## src/rtl/mix_column_sched_if.sv

```systemverilog
// Datapath side of the Mix_column scheduler:
// column out with load strobe, result in with done level.
interface mix_column_sched_if;
   logic        mc_load;
   logic [15:0] mc_c;
   logic [15:0] mc_d;
   logic        mc_done;

   modport master (
      output mc_load,
      output mc_c,
      input  mc_d,
      input  mc_done
   );

   modport slave (
      input  mc_load,
      input  mc_c,
      output mc_d,
      output mc_done
   );
endinterface

```

## src/rtl/mix_column_sched.sv

```systemverilog
// Round-robin sharing of one Mix_column datapath
// between two requesters, with a hang watchdog.
module mix_column_sched #(
   parameter int TIMEOUT_CYC = 64,
   parameter int CNT_W       = 8
) (
   input  logic               clk,
   input  logic               nrst,
   input  logic               req0,
   input  logic [15:0]        data0,
   input  logic               req1,
   input  logic [15:0]        data1,
   mix_column_sched_if.master mc,
   output logic               ack0,
   output logic               ack1,
   output logic [15:0]        result,
   output logic               err,
   output logic               busy
);

   typedef enum logic [2:0] {
      IDLE, LOAD, ARM, WAIT, RESP
   } state_t;

   localparam logic [CNT_W-1:0] WD_MAX =
      CNT_W'(TIMEOUT_CYC - 1);

   state_t           state;
   state_t           nxt;
   logic             gnt;
   logic             last_gnt;
   logic [CNT_W-1:0] wdog;

   logic             any_req;
   logic             pick;
   logic             timeout;
   logic             done_ok;
   logic             to_resp;
   logic             in_wd;

   logic             load_d;
   logic [15:0]      c_d;
   logic             gnt_d;
   logic             last_d;
   logic [CNT_W-1:0] wdog_d;
   logic             ack0_d;
   logic             ack1_d;
   logic [15:0]      res_d;
   logic             err_d;
   logic             busy_d;

   assign any_req = req0 | req1;
   assign pick    = (req0 & req1) ? ~last_gnt : req1;
   assign in_wd   = (state == ARM) || (state == WAIT);
   assign timeout = in_wd && (wdog == WD_MAX);
   assign done_ok = (state == WAIT) && mc.mc_done;
   assign to_resp = in_wd && (nxt == RESP);

   always_ff @(posedge clk) begin
      if (nrst) begin
         state      <= IDLE;
         gnt        <= 1'b0;
         last_gnt   <= 1'b1;
         wdog       <= '0;
         mc.mc_load <= 1'b0;
         mc.mc_c    <= '0;
         ack0       <= 1'b0;
         ack1       <= 1'b0;
         result     <= '0;
         err        <= 1'b0;
         busy       <= 1'b0;
      end else begin
         state      <= nxt;
         gnt        <= gnt_d;
         last_gnt   <= last_d;
         wdog       <= wdog_d;
         mc.mc_load <= load_d;
         mc.mc_c    <= c_d;
         ack0       <= ack0_d;
         ack1       <= ack1_d;
         result     <= res_d;
         err        <= err_d;
         busy       <= busy_d;
      end
   end

   // a done seen in ARM is left over from the previous op
   always_comb begin
      nxt = state;
      unique case (state)
         IDLE: if (any_req) nxt = LOAD;
         LOAD: nxt = ARM;
         ARM: begin
            if (timeout)
               nxt = RESP;
            else if (!mc.mc_done)
               nxt = WAIT;
         end
         WAIT: if (mc.mc_done || timeout) nxt = RESP;
         RESP: nxt = IDLE;
         default: nxt = IDLE;
      endcase
   end

   always_comb begin
      load_d = (state == IDLE) && any_req;
      c_d    = mc.mc_c;
      gnt_d  = gnt;
      last_d = last_gnt;
      if (load_d) begin
         c_d    = pick ? data1 : data0;
         gnt_d  = pick;
         last_d = pick;
      end
      wdog_d = in_wd ? wdog + CNT_W'(1) : '0;
      ack0_d = to_resp & ~gnt;
      ack1_d = to_resp & gnt;
      res_d  = result;
      if (to_resp)
         res_d = done_ok ? mc.mc_d : '0;
      err_d  = to_resp & ~done_ok;
      busy_d = (nxt != IDLE);
   end

endmodule

```

## src/flat_wrapper.sv

```systemverilog
// flat-port wrapper written by rule: the top's interface ports become plain ports
module mix_column_sched_flat 
#(
   parameter int TIMEOUT_CYC = 64,
   parameter int CNT_W       = 8
)
  (clk, nrst, req0, data0, req1, data1, ack0, ack1, result, err, busy, mc_mc_load, mc_mc_c, mc_mc_d, mc_mc_done);
  mix_column_sched_if mc_i ();
  input  logic clk;
  input  logic nrst;
  input  logic req0;
  input  logic [15:0] data0;
  input  logic req1;
  input  logic [15:0] data1;
  output logic ack0;
  output logic ack1;
  output logic [15:0] result;
  output logic err;
  output logic busy;
  output wire logic [$bits(mc_i.mc_load)-1:0] mc_mc_load;
  output wire logic [$bits(mc_i.mc_c)-1:0] mc_mc_c;
  input wire logic [$bits(mc_i.mc_d)-1:0] mc_mc_d;
  input wire logic [$bits(mc_i.mc_done)-1:0] mc_mc_done;
  assign mc_mc_load = mc_i.mc_load;
  assign mc_mc_c = mc_i.mc_c;
  assign mc_i.mc_d = mc_mc_d;
  assign mc_i.mc_done = mc_mc_done;
  mix_column_sched #(.TIMEOUT_CYC(TIMEOUT_CYC), .CNT_W(CNT_W)) u_core (.clk(clk), .nrst(nrst), .req0(req0), .data0(data0), .req1(req1), .data1(data1), .mc(mc_i), .ack0(ack0), .ack1(ack1), .result(result), .err(err), .busy(busy));
endmodule
```

## config.mk

```make
export PLATFORM = sky130hd
export DESIGN_NAME = mix_column_sched_flat
export DESIGN_NICKNAME = d
export VERILOG_FILES = /design/src/rtl/mix_column_sched_if.sv /design/src/rtl/mix_column_sched.sv /design/src/flat_wrapper.sv
export SDC_FILE = /design/constraint.sdc
export NUM_CORES = 1
export LEC_CHECK = 0
export CAP_MARGIN = 10
export CORE_MARGIN = 2
export CORE_UTILIZATION = 56
export CTS_CLUSTER_SIZE = 20
export DETAILED_ROUTE_END_ITERATION = 12
export DONT_BUFFER_PORTS = 1
export PLACE_DENSITY = 0.74
export SYNTH_ARGS = -nofsm -noshare
export SYNTH_HDL_FRONTEND = slang
export SYNTH_SLANG_ARGS = --single-unit
```

## constraint.sdc

```tcl
create_clock -name clk -period 1.35 [get_ports clk]
set_clock_uncertainty 0.15 [all_clocks]
set_input_delay 0.135 -clock clk [delete_from_list [all_inputs] [get_ports clk]]
set_output_delay 0.135 -clock clk [all_outputs]
set_load 0.02 [all_outputs]
```

---- After elaboration in Yosys (flattened, before gate mapping) ----
Cells that the tools add are included.
operators by class
  reduce and logical (&&, ||, !) cells .... 9
  multiplexer cells ....................... 8
  equality and inequality tests ........... 5
  add/sub/neg operators ................... 1
  bitwise operators ....................... 9
operators by type and width
  cell                                                  number
  2-to-1 mux 16 bit                                     2
  2-to-1 mux 3 bit                                      4
  case mux 3 bit (4 select lines)                       1
  adder 8 x 1 -> 8 bit (second input constant)          1
  equality test 8 x 6 -> 1 bit (second input constant)  1
  equality test 3 x 2 -> 1 bit (second input constant)  2
  bitwise AND 1 bit                                     4
  logical AND 1 bit                                     4
  inverter 1 bit                                        4
  equality test 3 x 1 -> 1 bit (second input constant)  1
  equality test 3 bit (second input constant)           1
  zero test 3 bit                                       1
  nonzero test 3 bit                                    1
  logical OR 1 bit                                      2
  OR reduction 2 bit                                    1
  2-to-1 mux 1 bit                                      1
  bitwise OR 1 bit                                      1
word-level totals
  bits of input ports ..................... 53
  logic and storage cells ................. 43
  flip-flop bits (word level) ............. 50

---- Depth between registers and ports, before layout ----
  word-level depth ........................ 9
  gate-level depth with buffers ........... 6

---- Worst setup path before layout ----
Ideal clock, no wire load.
  path kind ............................... register to register
  start ................................... register u_core.wdog[0]
  end ..................................... register u_core.result[10]
  arrival time ............................ 1,219 ps
  stages on the path, launching flop included .. 6
  setup time .............................. 125 ps
  buffers on the path ..................... 1
  setup slack ............................. -144 ps
  path through ............................ dfxtp_1 -> ha_1 -> nand3_1 -> nor2_2 -> clkbuf_2 -> o21ai_0
on the way
  word-level cells in the longest chain between the ends .. 7
ends and longest elaborated chain
  what                               line                    text
  from (decl)                        mix_column_sched.sv:32  logic [CNT_W-1:0] wdog;
  from (signal assigned)             mix_column_sched.sv:76  wdog <= wdog_d;
  equality test 8 x 6 -> 1 bit *     mix_column_sched.sv:55  assign timeout = in_wd && (wdog == WD_MAX);
  logical AND 1 bit *                mix_column_sched.sv:55
  logical OR 1 bit                   mix_column_sched.sv:99  WAIT: if (mc.mc_done || timeout) nxt = RESP;
  2-to-1 mux 3 bit                   mix_column_sched.sv:99
  case mux 3 bit (4 select lines) *  mix_column_sched.sv:90  unique case (state)
  equality test 3 bit *              mix_column_sched.sv:57  assign to_resp = in_wd && (nxt == RESP);
  logical AND 1 bit *                mix_column_sched.sv:57
  to (signal assigned)               mix_column_sched.sv:81  result <= res_d;
  to (decl)                          mix_column_sched.sv:16  output logic [15:0] result,
Mark *: on every way between the ends. The rest lies on a longest branch, timed or not.
A chain may end at the register's enable or synchronous reset.

---- Worst setup path in the final report ----
  start ................................... register u_core.state[1]
  end ..................................... register u_core.gnt
on the way
  word-level cells in the longest chain between the ends .. 2
ends and longest elaborated chain
  what                    line                     text
  from (decl)             mix_column_sched.sv:28   state_t state;
  from (signal assigned)  mix_column_sched.sv:73   state <= nxt;
  zero test 3 bit         mix_column_sched.sv:106  load_d = (state == IDLE) && any_req;
  logical AND 1 bit       mix_column_sched.sv:106
  to (signal assigned)    mix_column_sched.sv:74   gnt <= gnt_d;
  to (decl)               mix_column_sched.sv:30   logic gnt;
No other way between the ends.

==> run metrics <==
Core Util, Final=75.6%; Die H=a little under 70 um; Mapped Area=2250 um2; drt drc=0; crit path capture type=flip-flop; share of the synthesized area in the top cell type=44.4%; maximum capacitance violations=0; Num CTS Buffers=5; Clk pin slew, worst setup/hold paths=0.10 ns; GRT Residual Overflow=0; input/output buffers=0; fin cells=330; total area of sequential cells=1020 um2; Worst path slowest cell=or4_4; critical-path maximum fanout=4; hpwl dp=3.34 mm; Pre-antenna DRT Iters=4; RSZ-0062 raised after global routing=true; outcome=complete, but fails checks; crit path launch type=flip-flop; CTS tree=yes; violated checks=hold timing, setup timing; Tmin final=1.38 ns; I/O pin cnt=90; clock sinks=50; placer congestion estimate=0.799; final wirelength=5.50 mm; final setup vio count=2; first-pass GRT wire length=between 7 and 8 mm; signal arrival time at the worst endpoint=1.47 ns; Ant. Diodes=0; max layer used=met4; gr usage total=23.1%; initial antenna violation count=0; Die Wd=roughly 67 um; Routed wire per std cell=16.7 um; crit path cell chain=buf_6, or4_4, a21oi_2; # fillers=253; Synth Flop Type=dfxtp_1; Slew Limit Headroom=80.0%; vias in the first global route=roughly 1700; final worst path period share=102%; largest net degree at the start of global routing=40; Min Hold Slack=-0.254 ns; Syn Nets=290; Hold-fix buffers, CTS=17; final hold vios=39; Synth warnings=0; maximum clock insertion buffer count=2; synth unique cells=39; Leakage=1.14 nW; area of the multi-input gates=1250 um2; max-slew violations=0; Area contributors post-synth=dfxtp_1 44%, mux2i_1 7.1%, a32oi_1 6.2%; later-pin clock latency in the skew report=just over 0.3 ns; placed cells=304; Met2 Wirelength=2.85 mm; WP buf/inv=1; number of synthesized register bits=50; CTS Root Cell=clkbuf_8; met3 wire len=approximately 450 um; routed via count=1979; critical path class=reg -> reg; f_max=about 730 MHz; H-tree depth=2; row count=23; Cells after Synth=236; Area growth, synth to finish=32.3%; crit-path leading delay family=simple AND/OR/NAND/NOR gates; Core ar.=3940 um2; actual slew at the worst max-slew pin=0.297 ns; FFs w/ async S/R, synth=0%; worst min path class=in -> reg; power per cell area=~1400 nW/um2; initial core utilization=57.1%; die footprint=4540 um2; Synth top cells by count=50 x dfxtp_1, 22 x nand2_1, 21 x a21oi_1; Antenna Nets Post-Route=0; Setup Buffers After CTS=0; Post-Layout Inst Area=2980 um2; count leader, synth=dfxtp_1; nets@finish=about 330; Placed Area=2550 um2; Final WS setup=-0.0269 ns; layout cells sized above 1=30.4%; post-synth top area cell=dfxtp_1; sequential cell area fraction in the yosys report=44.4%; EDFF count, synth=0; routed vias/inst=6.00; syn avg cell area=9.54 um2; Power, Total=4.10 mW; Max IR drop VDD=around 0.74 mV; WL met1=2.15 mm; Iteration-0 DRC Markers=86; Req. time, crit path=around 1.4 ns; CP max stage delay=approximately 0.52 ns
==> placed cells by master (no fill, tap or decap), drive strengths merged, types with 16 or more instances in the layout <==
| cell | netlist | routed |
|---|---|---|
| dfxtp | 50 | 50 |
| dlygate4sd3 | 0 | 17 |
| a211oi | 17 | 17 |
| buf | 14 | 38 |
| o21ai | 19 | 19 |
| a32oi | 16 | 16 |
| a21oi | 21 | 21 |
| nor2b | 16 | 16 |
| nand2 | 22 | 22 |
| mux2i | 16 | 16 |
==> layer usage <==
metal	track usage (%)	vias up
met1	25.7	940
met3	9.67	10
li1	-	955
met5	0	-
met2	39.6	74
met4	8.16	0
==> power breakdown <==
group	switching, mW	internal (mW)	total (mW)
Combinational	0.558	0.542	1.10
Clock	0.512	0.551	1.06
Sequential	0.265	1.67	1.94
Total	1.34	2.77	4.10
==> stage by stage <==
stage | setup slack (ns) | TNS (ns) | hold slack (ns)
after global placement | -0.0195 | -0.0195 | 0.0567
final | -0.0269 | -0.0329 | -0.254
after global routing | -0.0704 | -0.846 | -0.281
after detailed placement | -0.0669 | -0.121 | 0.0598
after floorplan | -0.00643 | -0.00757 | 0.105
after CTS | -0.0233 | -0.0692 | -0.274
==> worst register-to-register path, cell delays in order (launching register included) <==
cell and delay, ns:
dfxtp_4 0.38, buf_6 0.12, or4_4 0.52, a21oi_2 0.14
==> registers in the layout, summed over array words and instances, names as in the netlist <==
signal,cells
u_core.last_gnt,1
u_core.state,3
u_core.err,1
u_core.ack0,1
u_core.ack1,1
u_core.gnt,1
u_core.wdog,8
u_core.result,16
u_core.busy,1
u_core.mc.mc_load,1
u_core.mc.mc_c,16
==> path summary, 6_finish.rpt <==
check | start | to | slack, ns | cells past startpoint
setup / recovery | u_core.state[1] | u_core.gnt | -0.03 | 3
hold / removal | nrst | u_core.mc.mc_c[8] | -0.25 | 1
setup reg to reg | u_core.state[1] | u_core.gnt | -0.03 | 3
hold reg to reg | u_core.wdog[0] | u_core.wdog[0] | 0.30 | 1
==> layout make-up <==
cell class	instances	area share, %
repair buffers	55	17.9
multi-input cells	167	42.0
clock buffers	5	2.31
clock inverters	3	1.51
flip-flops and latches	50	34.2
well taps	50	2.10
==> what timing repair did <==
action,in CTS,in global routing
gates cloned,0,1
pin swaps,0,8
hold endpoints to repair,41,40
gates resized for setup,7,27
endpoints found under the setup margin,9,42
==> logic make-up (layout without fill, tap and decap cells) <==
group | Yosys count | count (layout) | share of synthesized area (%)
mux | 16 | 16 | 7.11
buf+inv | 20 | 63 | 5.78
fa+ha+maj | 1 | 1 | 0.555
flops | 50 | 50 | 44.4
xor+xnor | 3 | 3 | 1.17
compound gates | 79 | 79 | 25.2
simple gates | 67 | 68 | 15.7
Power figures use the tool's default switching activity.
